===== config.mk =====
export PLATFORM = sky130hd
export DESIGN_NAME = data_memory_bs
export DESIGN_NICKNAME = d
export VERILOG_FILES = /design/src/rtl/dmem_pkg.sv /design/src/rtl/dmem_lane_align.sv /design/src/rtl/data_memory_bs.sv
export SDC_FILE = /design/constraint.sdc
export NUM_CORES = 2
export LEC_CHECK = 0
export CAP_MARGIN = 20
export CORE_MARGIN = 2
export CORE_UTILIZATION = 57
export CTS_BUF_LIST = sky130_fd_sc_hd__clkbuf_4
export DETAILED_ROUTE_END_ITERATION = 7
export PLACE_DENSITY = 0.84
export SYNTH_ARGS = -nofsm -noshare
export SYNTH_HDL_FRONTEND = slang
export SYNTH_HIERARCHICAL = 1
export SYNTH_SLANG_ARGS = --single-unit

===== constraint.sdc =====
create_clock -name CLK -period 6.55 [get_ports CLK]
set_input_delay 1.31 -clock CLK [delete_from_list [all_inputs] [get_ports CLK]]
set_output_delay 1.31 -clock CLK [all_outputs]
set_load 0.01 [all_outputs]

===== src/rtl/dmem_pkg.sv =====
// Shared definitions for the byte-addressed data memory: access size codes,
// controller state encoding and an index-width helper.
package dmem_pkg;

    typedef enum logic [1:0] {
        SZ_BYTE = 2'b00,
        SZ_HALF = 2'b01,
        SZ_WORD = 2'b10
    } dsize_e;

    typedef enum logic {
        ST_INIT = 1'b0,
        ST_IDLE = 1'b1
    } dstate_e;

    function automatic int clog2(input int v);
        int r;
        r = 0;
        while ((1 << r) < v) r = r + 1;
        return r;
    endfunction

endpackage


===== src/rtl/dmem_lane_align.sv =====
// Combinational byte-lane steering for the big-endian data memory.
// Lane enable bit 3 is the lowest address of the word (DataOut[31:24]).
module dmem_lane_align
    import dmem_pkg::*;
(
    input  logic [1:0]  st_size,
    input  logic [1:0]  st_off,
    input  logic [31:0] st_data,
    output logic [3:0]  st_be,
    output logic [31:0] st_wdata,
    input  logic [1:0]  ld_size,
    input  logic [1:0]  ld_off,
    input  logic        ld_unsigned,
    input  logic [31:0] ld_word,
    output logic [31:0] ld_data
);

    function automatic logic [31:0] ext_byte(input logic signed [7:0] v, input logic zx);
        return zx ? {24'h0, v} : 32'(v);
    endfunction

    function automatic logic [31:0] ext_half(input logic signed [15:0] v, input logic zx);
        return zx ? {16'h0, v} : 32'(v);
    endfunction

    logic signed [7:0]  ld_byte;
    logic signed [15:0] ld_half;

    always_comb begin
        st_be    = 4'b0000;
        st_wdata = st_data;
        case (st_size)
            SZ_BYTE: begin
                st_be    = 4'b1000 >> st_off;
                st_wdata = {4{st_data[7:0]}};
            end
            SZ_HALF: begin
                st_be    = st_off[1] ? 4'b0011 : 4'b1100;
                st_wdata = {2{st_data[15:0]}};
            end
            SZ_WORD: st_be = 4'b1111;
            default: st_be = 4'b0000;
        endcase
    end

    always_comb begin
        case (ld_off)
            2'd0:    ld_byte = ld_word[31:24];
            2'd1:    ld_byte = ld_word[23:16];
            2'd2:    ld_byte = ld_word[15:8];
            default: ld_byte = ld_word[7:0];
        endcase
        ld_half = ld_off[1] ? ld_word[15:0] : ld_word[31:16];
        case (ld_size)
            SZ_BYTE: ld_data = ext_byte(ld_byte, ld_unsigned);
            SZ_HALF: ld_data = ext_half(ld_half, ld_unsigned);
            default: ld_data = ld_word;
        endcase
    end

endmodule


===== src/rtl/data_memory_bs.sv =====
// Byte-addressed data memory with req/ready handshake, registered read port and post-reset zero sweep.
// Optional macro DMEM_MISALIGN_TRAP_EN turns misaligned half/word accesses into faults instead of force-aligning.
module data_memory_bs
    import dmem_pkg::*;
#(
    parameter int DEPTH_BYTES = 256,
    parameter int ADDR_W      = 32
) (
    input  logic              CLK,
    input  logic              Reset,
    input  logic              Req,
    input  logic              WE,
    input  logic [1:0]        Size,
    input  logic              Unsigned,
    input  logic [ADDR_W-1:0] DAddr,
    input  logic [31:0]       DataIn,
    output logic              Ready,
    output logic [31:0]       DataOut,
    output logic              RValid,
    output logic              Err
);

    localparam int                IDX_W     = clog2(DEPTH_BYTES);
    localparam logic [ADDR_W:0]   DEPTH_X   = (ADDR_W+1)'(DEPTH_BYTES);
    localparam logic [IDX_W-1:0]  LAST_WORD = IDX_W'(DEPTH_BYTES - 4);

    logic [7:0]       mem [DEPTH_BYTES];
    dstate_e          state;
    logic [IDX_W-1:0] sweep_ptr;

    logic             accept;
    logic             fault;
    logic             size_bad;
    logic             oor;
    logic [ADDR_W:0]  span;
    logic [IDX_W-1:0] cur_idx;
    logic [IDX_W-1:0] wr_base;
    logic             wr_en;
    logic             sweep_en;
    logic [3:0]       st_be;
    logic [31:0]      st_wdata;

    logic             ld_vld_p0;
    logic             err_p0;
    logic [IDX_W-1:0] idx_p0;
    logic [1:0]       size_p0;
    logic             uns_p0;
    logic [IDX_W-1:0] rd_base;
    logic [31:0]      rd_word;
    logic [31:0]      ld_data;

    assign accept   = Req && Ready && !Reset;
    assign sweep_en = (state == ST_INIT) && !Reset;
    assign wr_en    = accept && WE && !fault;

`ifdef DMEM_MISALIGN_TRAP_EN
    logic misal;
`endif

    // Range is judged on the address as issued, so a straddling access faults even when force-aligned.
    always_comb begin
        case (Size)
            SZ_HALF: span = (ADDR_W+1)'(1);
            SZ_WORD: span = (ADDR_W+1)'(3);
            default: span = '0;
        endcase
        size_bad = (Size == 2'b11);
        oor      = ({1'b0, DAddr} + span) >= DEPTH_X;
        cur_idx  = DAddr[IDX_W-1:0];
`ifdef DMEM_MISALIGN_TRAP_EN
        misal = ((Size == SZ_HALF) && DAddr[0]) ||
                ((Size == SZ_WORD) && (DAddr[1:0] != 2'b00));
        fault = size_bad || oor || misal;
`else
        if (Size == SZ_HALF) cur_idx[0]   = 1'b0;
        if (Size == SZ_WORD) cur_idx[1:0] = 2'b00;
        fault = size_bad || oor;
`endif
        wr_base = cur_idx & ~IDX_W'(3);
    end

    dmem_lane_align u_align (
        .st_size    (Size),
        .st_off     (cur_idx[1:0]),
        .st_data    (DataIn),
        .st_be      (st_be),
        .st_wdata   (st_wdata),
        .ld_size    (size_p0),
        .ld_off     (idx_p0[1:0]),
        .ld_unsigned(uns_p0),
        .ld_word    (rd_word),
        .ld_data    (ld_data)
    );

    always_ff @(posedge CLK) begin
        if (sweep_en) begin
            for (int k = 0; k < 4; k++) mem[sweep_ptr | IDX_W'(k)] <= 8'h00;
        end else if (wr_en) begin
            for (int k = 0; k < 4; k++)
                if (st_be[3-k]) mem[wr_base | IDX_W'(k)] <= st_wdata[8*(3-k) +: 8];
        end
    end

    // Stage p0: accepted request captured; the array is read on the following edge.
    always_ff @(posedge CLK) begin
        if (accept) begin
            idx_p0  <= cur_idx;
            size_p0 <= Size;
            uns_p0  <= Unsigned;
        end
    end

    always_comb begin
        rd_base = idx_p0 & ~IDX_W'(3);
        rd_word = {mem[rd_base], mem[rd_base | IDX_W'(1)],
                   mem[rd_base | IDX_W'(2)], mem[rd_base | IDX_W'(3)]};
    end

    // Stage p1: controller, sweep and registered outputs.
    always_ff @(posedge CLK) begin
        if (Reset) begin
            state     <= ST_INIT;
            sweep_ptr <= '0;
            Ready     <= 1'b0;
            ld_vld_p0 <= 1'b0;
            err_p0    <= 1'b0;
            RValid    <= 1'b0;
            Err       <= 1'b0;
            DataOut   <= '0;
        end else begin
            case (state)
                ST_INIT: begin
                    if (sweep_ptr == LAST_WORD) begin
                        state <= ST_IDLE;
                        Ready <= 1'b1;
                    end else begin
                        sweep_ptr <= sweep_ptr + IDX_W'(4);
                    end
                end
                default: Ready <= 1'b1;
            endcase
            ld_vld_p0 <= accept && !WE;
            err_p0    <= accept && fault;
            RValid    <= ld_vld_p0;
            Err       <= err_p0;
            if (ld_vld_p0) DataOut <= err_p0 ? 32'h0 : ld_data;
        end
    end

endmodule


======== Word level (Yosys, flattened, before mapping) ========
Memory sizes are Yosys's and may differ from the RTL's. A register that Yosys moved wholly into a read port is not among the register bits.
Index checks and enable logic that the tools add are counted.
cells by class
  add/subtract/negate cells ............... 2
  magnitude comparators ................... 1
  equal/unequal tests ..................... 7
  shift-type cells ........................ 1
  mux-type cells .......................... 50
  bitwise gates (word level) .............. 2
  reductions and logical operators ........ 20
operators by type and width
  operator             number
  $pmux 32 s2          2
  $mux 32              3
  $mux 8               12
  $add 32x33->33       1
  $ge 33x9->1 const B  1
  $reduce_or 8->1      4
  $mux 1               27
  $pmux 8 s3           1
  $mux 16              1
  $pmux 4 s3           1
  $add 8x3->8 const B  1
  $eq 8x8->1 const B   1
  $logic_and 1x1->1    7
  $eq 2x1->1 const B   3
  $eq 2x2->1 const B   3
  $logic_not 2->1      3
  $mux 4               1
  $pmux 2 s2           1
  $shr 4x2->4 const A  1
  $logic_not 1->1      3
  $mux 2               1
  $not 1->1            2
  $reduce_and 2->1     1
  $reduce_bool 2->1    1
  $logic_or 1x1->1     1
storage, ports and cells
  register bits ........................... 57
  bits in writable memories ............... 2048
  input port bits ......................... 71
  output and inout bits ................... 35
  logic and storage cells ................. 95
  memories ................................ 1
memory list
  memory  words  bits a word  rd ports  clocked after Yosys merged registers in  write ports  line                  source
  mem     256    8            4         4                                        4            data_memory_bs.sv:27  logic [7:0] mem [DEPTH_BYTES];

======== Logic depth before layout (Yosys ltp) ========
  depth in word-level cells ............... 12
  gate-level depth with buffers ........... 16
  mapped depth without buffers ............ 12

======== Cells and area by module ========
Netlist, hierarchy kept.
modules (own cells, without submodules)
  module           instances  cells an instance  area each (um2)  seq. area each (um2)
  data_memory_bs   1          6736               101665.0         62830.3
  dmem_lane_align  1          170                1237.4           0.0

======== Worst setup path before layout ========
Ideal clock, no wire load.
  path type ............................... input port to flip-flop
  from .................................... input Size[0]
  to ...................................... memory mem[96][1] (enable)
  library setup time ...................... 398 ps
  arrival time ............................ 4831 ps
  data required time ...................... 6152 ps
  path slack .............................. 1321 ps
  cell stages on the path ................. 14
  buffers on the path ..................... 3
  cell sequence ........................... inv_1 > ha_1 > inv_1 > ha_1 > fa_1 > nand4_1 > nor2_1 > or4_1 > a211oi_1 > nand4_1 > buf_2 > clkbuf_1 > clkbuf_1 > o41ai_1
RTL lines
  element             line                  source
  start: declaration  data_memory_bs.sv:13  input logic [1:0] Size,
  end: declaration    data_memory_bs.sv:27

==> results.txt <==
The run finished with clean final reports. The pin count of the biggest net entering global routing came out at 165. In this run, post-CTS hold repair placed 0 buffers. The number of endpoints with negative hold slack in the final report is 0. The number of pins exceeding their max-slew limit in the final report came to 0.

The relative area change from synthesis to final layout came out at 11.72%. The shortest clock period the worst path allows after layout came out at 4.748 ns. The die outline area came out at 0.1839 mm2. The placed instance count came out at 8774. Counting flops with a built-in enable in the synthesized netlist gives 2059. The final weighted congestion in routability-driven placement came out at 0.9991.

The utilization after layout came out at 64.22%. The wire length of the first global-routing pass came out at 484700 um. In this run the most critical hold path is launched from idx_p0[6]. The post-CTS setup repair buffer count is 0. Setup repair after global routing left no endpoint under its margin. The TritonCTS buffer count is 552. The longest clock path from root to sink contains 4 buffers. The initial antenna violation count came to 41. The total congestion overflow is 0.

The aggregate routed wire length is 334000 um. The start-to-end type of the worst setup path is primary input to flip-flop. The cell area after placement came out at 0.1082 mm2.

Counting flops and latches in the post-synthesis netlist gives 2109. The floorplan has 155 rows. The async set or reset register ratio after synthesis came out at 0%. The slowest stage of the critical path belongs to the cell sky130_fd_sc_hd__clkdlybuf4s50_1.

The I/O pin total is 106. The post-synthesis net count is 6988. The maximum ir drop on the vdd rail came out at 205.4 uV. The path class of the tightest hold or removal check is flip-flop to flip-flop. TritonCTS built the clock tree.

On the worst path, the slowest cell contributes a delay of 1.10 ns. The max-cap check violation count came out at 0. The count of buffer and inverter cells on the critical path is 6.

The largest fanout of any net on the critical path is 111. The number of clock sinks seen by CTS is 2109. In this run the power density over the cells is 234.0 mW/mm2.

On the critical path the largest part of the delay comes from buffers and inverters. After detailed routing, the average wire length per cell comes to 34.44 um. The number of different library cells in the post-synthesis netlist is 64. The finished layout holds 9696 standard cells, fillers aside. The count of nets after finishing came out at 7064. In the synthesized netlist the dominant register cell turns out to be sky130_fd_sc_hd__edfxtp_1. STA puts the critical path data required time at 7.63 ns. The count of TritonRoute iterations in the first routing pass came out at 7. The floorplan core area came out at 0.1790 mm2. The number of filler instances in the final layout is 11570. The static leakage is 0.03187 uW. The H-tree depth came out at 6.

The worst pin sits at a relative slew slack of 13.49%. Summing all flip-flop and latch instances after layout gives 0.06285 mm2. The die is 428.9 um tall. The nature of the critical path startpoint is a primary input.

During placement, the flow inserted port buffers numbering 105. The final route contains 75730 vias. The final setup TNS came out at 0 ns.

Traced cell by cell, the critical path runs through clkdlybuf4s50_1 -> nand4_1 -> buf_4 -> nor4_1 -> a311o_1 -> nand2_1 -> nand4_1 -> buf_12 -> buf_12 -> buf_4 -> buf_4 -> nor4_1. The die width came out at 428.9 um. In this run the mean area of a mapped cell was 14.90 um2. The worst setup path is captured at a flip-flop. Clock-pin slew was measured on the worst setup and hold paths at 0.07 ns. The maximum achievable frequency is 0.2106 GHz. The via count of the first global-routing pass came out at 72720. The final number of setup-violating endpoints came out at 0. The sum of net half-perimeters after detailed placement is 203400 um. In this run the clock root is driven by a sky130_fd_sc_hd__clkbuf_4. At the later pin of the worst-skew pair, clock insertion delay measures 1.43 ns.

The number of cells produced by synthesis is 6906. The data arrival time of the critical path came out at 5.83 ns. The critical path starts at DAddr[4]. The cell area after layout is 0.1150 mm2. The final worst hold slack came out at 0.4568 ns. The initial core utilization came out at 57.49%. In the final layout, the multi-input gates occupy 0.03668 mm2. The number of warnings reported in the yosys synthesis log is 6. The overall fraction of global-route tracks in use is 35.82%. Counting stages on the worst path, the most repeated cell is sky130_fd_sc_hd__buf_4. The sequential-to-total area share from yosys stat came out at 61.06%. The number of vias per cell is 7.810. The final setup skew is 0.1251 ns. In this run the cell area of the synthesized design comes to 0.1029 mm2. The proportion of layout cells with a drive suffix above 1 came out at 34.48%. The count of routing violations after the opening detailed-route iteration is 14650. The antenna violation net count after detailed routing came out at 0.

In the finished design, the share of the clock period the worst path needs comes to 72.48%. At the pin with the least slew margin, the transition time is 1.284 ns. Once the clock tree was built, the resizer swapped 0 gates to a different size. The residual DRC count came out at 0.
-- power by group --
part	switching, uW	internal (uW)	total [uW]
clock network	5580	5710	11300
logic	817	169	986
registers	12.1	14600	14600
-- metal layers --
metal,GRT usage (%),up-vias,wire [um]
met1,42.79,36330,98210
met4,26.20,52,30450
met5,0.1561,-,342
met3,15.68,1692,58470
li1,-,29870,-
met2,51.73,7784,146500
-- synthesized netlist by cell type, drive strengths merged, types with 4 or more instances --
library cell	instances	area, um2
xor2	4	35.03
buf	349	1943
nor4	2057	14130
mux2i	20	200.2
inv	22	82.58
and3	6	37.54
mux4	663	14930
o41ai	256	2242
or2	5	31.28
clkbuf	788	2959
nand2	234	878.3
a31oi	4	25.02
o21ai	25	125.1
nand4	18	118.9
xnor2	8	70.07
o221ai	9	78.83
nor2	74	287.8
ha	10	125.1
a21oi	74	392.9
edfxtp	2059	61830
nor3	17	95.09
nor2b	39	244.0
mux2	36	409.1
o22a	14	122.6
a22oi	9	81.33
dfxtp	50	1001
nand2b	8	50.05
and2	6	37.54
nand3	10	50.05
-- worst reg2reg max path: stages (launching register included) --
cell and delay [ns]:
sky130_fd_sc_hd__dfxtp_4 0.76, sky130_fd_sc_hd__buf_12 0.45, sky130_fd_sc_hd__mux4_2 0.73, sky130_fd_sc_hd__mux4_2 0.60
sky130_fd_sc_hd__mux4_2 0.64, sky130_fd_sc_hd__mux2_4 0.33, sky130_fd_sc_hd__a22oi_4 0.57, sky130_fd_sc_hd__o221ai_1 0.31
sky130_fd_sc_hd__a21oi_1 0.18, sky130_fd_sc_hd__nor2_1 0.05
-- registers in the layout, summed over array words and instances, names as in the netlist, named ones only --
name,count
DataOut,32
Err,1
RValid,1
Ready,1
err_p0,1
idx_p0,8
ld_vld_p0,1
mem,2048
size_p0,2
state,1
sweep_ptr,6
uns_p0,1
-- cell families after synthesis --
group	share of synthesized area (%)
adders and majority gates	0.1410
xor gates and xnor gates	0.1021
DFF	61.06
and+or+nand+nor	15.62
buffers and inverters	4.844
AOI/OAI and AO/OA	3.129
muxes	15.10
-- final timing paths --
path | slack [ns] | cells past startpoint | to
hold reg to reg | 0.46 | 2 | flip-flop
setup / recovery | 1.80 | 12 | mem[13][2]
setup reg to reg | 1.85 | 9 | DataOut[8]
hold / removal | 0.46 | 2 | flip-flop
-- through the flow --
stage                     setup WS (ns)  power [uW]
final                             1.802       26900
after global routing              1.774       27480
after CTS                         1.961       26740
after floorplan                   1.321       15380
after detailed placement         0.7110       15820
after global placement           0.8474       15780
-- cells in the final DEF (no fill, tap or decap), drive strengths merged, types with 88 or more instances in the layout --
cell,netlist,layout
nor4,2057,2057
nand2,234,234
clkbuf,788,779
edfxtp,2059,2059
clkinv,0,88
clkdlybuf4s50,0,102
mux4,663,663
o41ai,256,256
buf,349,556
-- layout make-up --
cell class / instances / area share [%]
Multi-Input combinational cell: 3638 / 31.91
Antenna cell: 18 / 0.03918
Clock buffer: 778 / 5.081
Clock inverter: 117 / 0.5638
Sequential cell: 2109 / 54.67
Timing Repair Buffer: 659 / 5.096
Inverter: 22 / 0.07510
Tap cell: 2355 / 2.563
(Power assumes the default switching activity.)
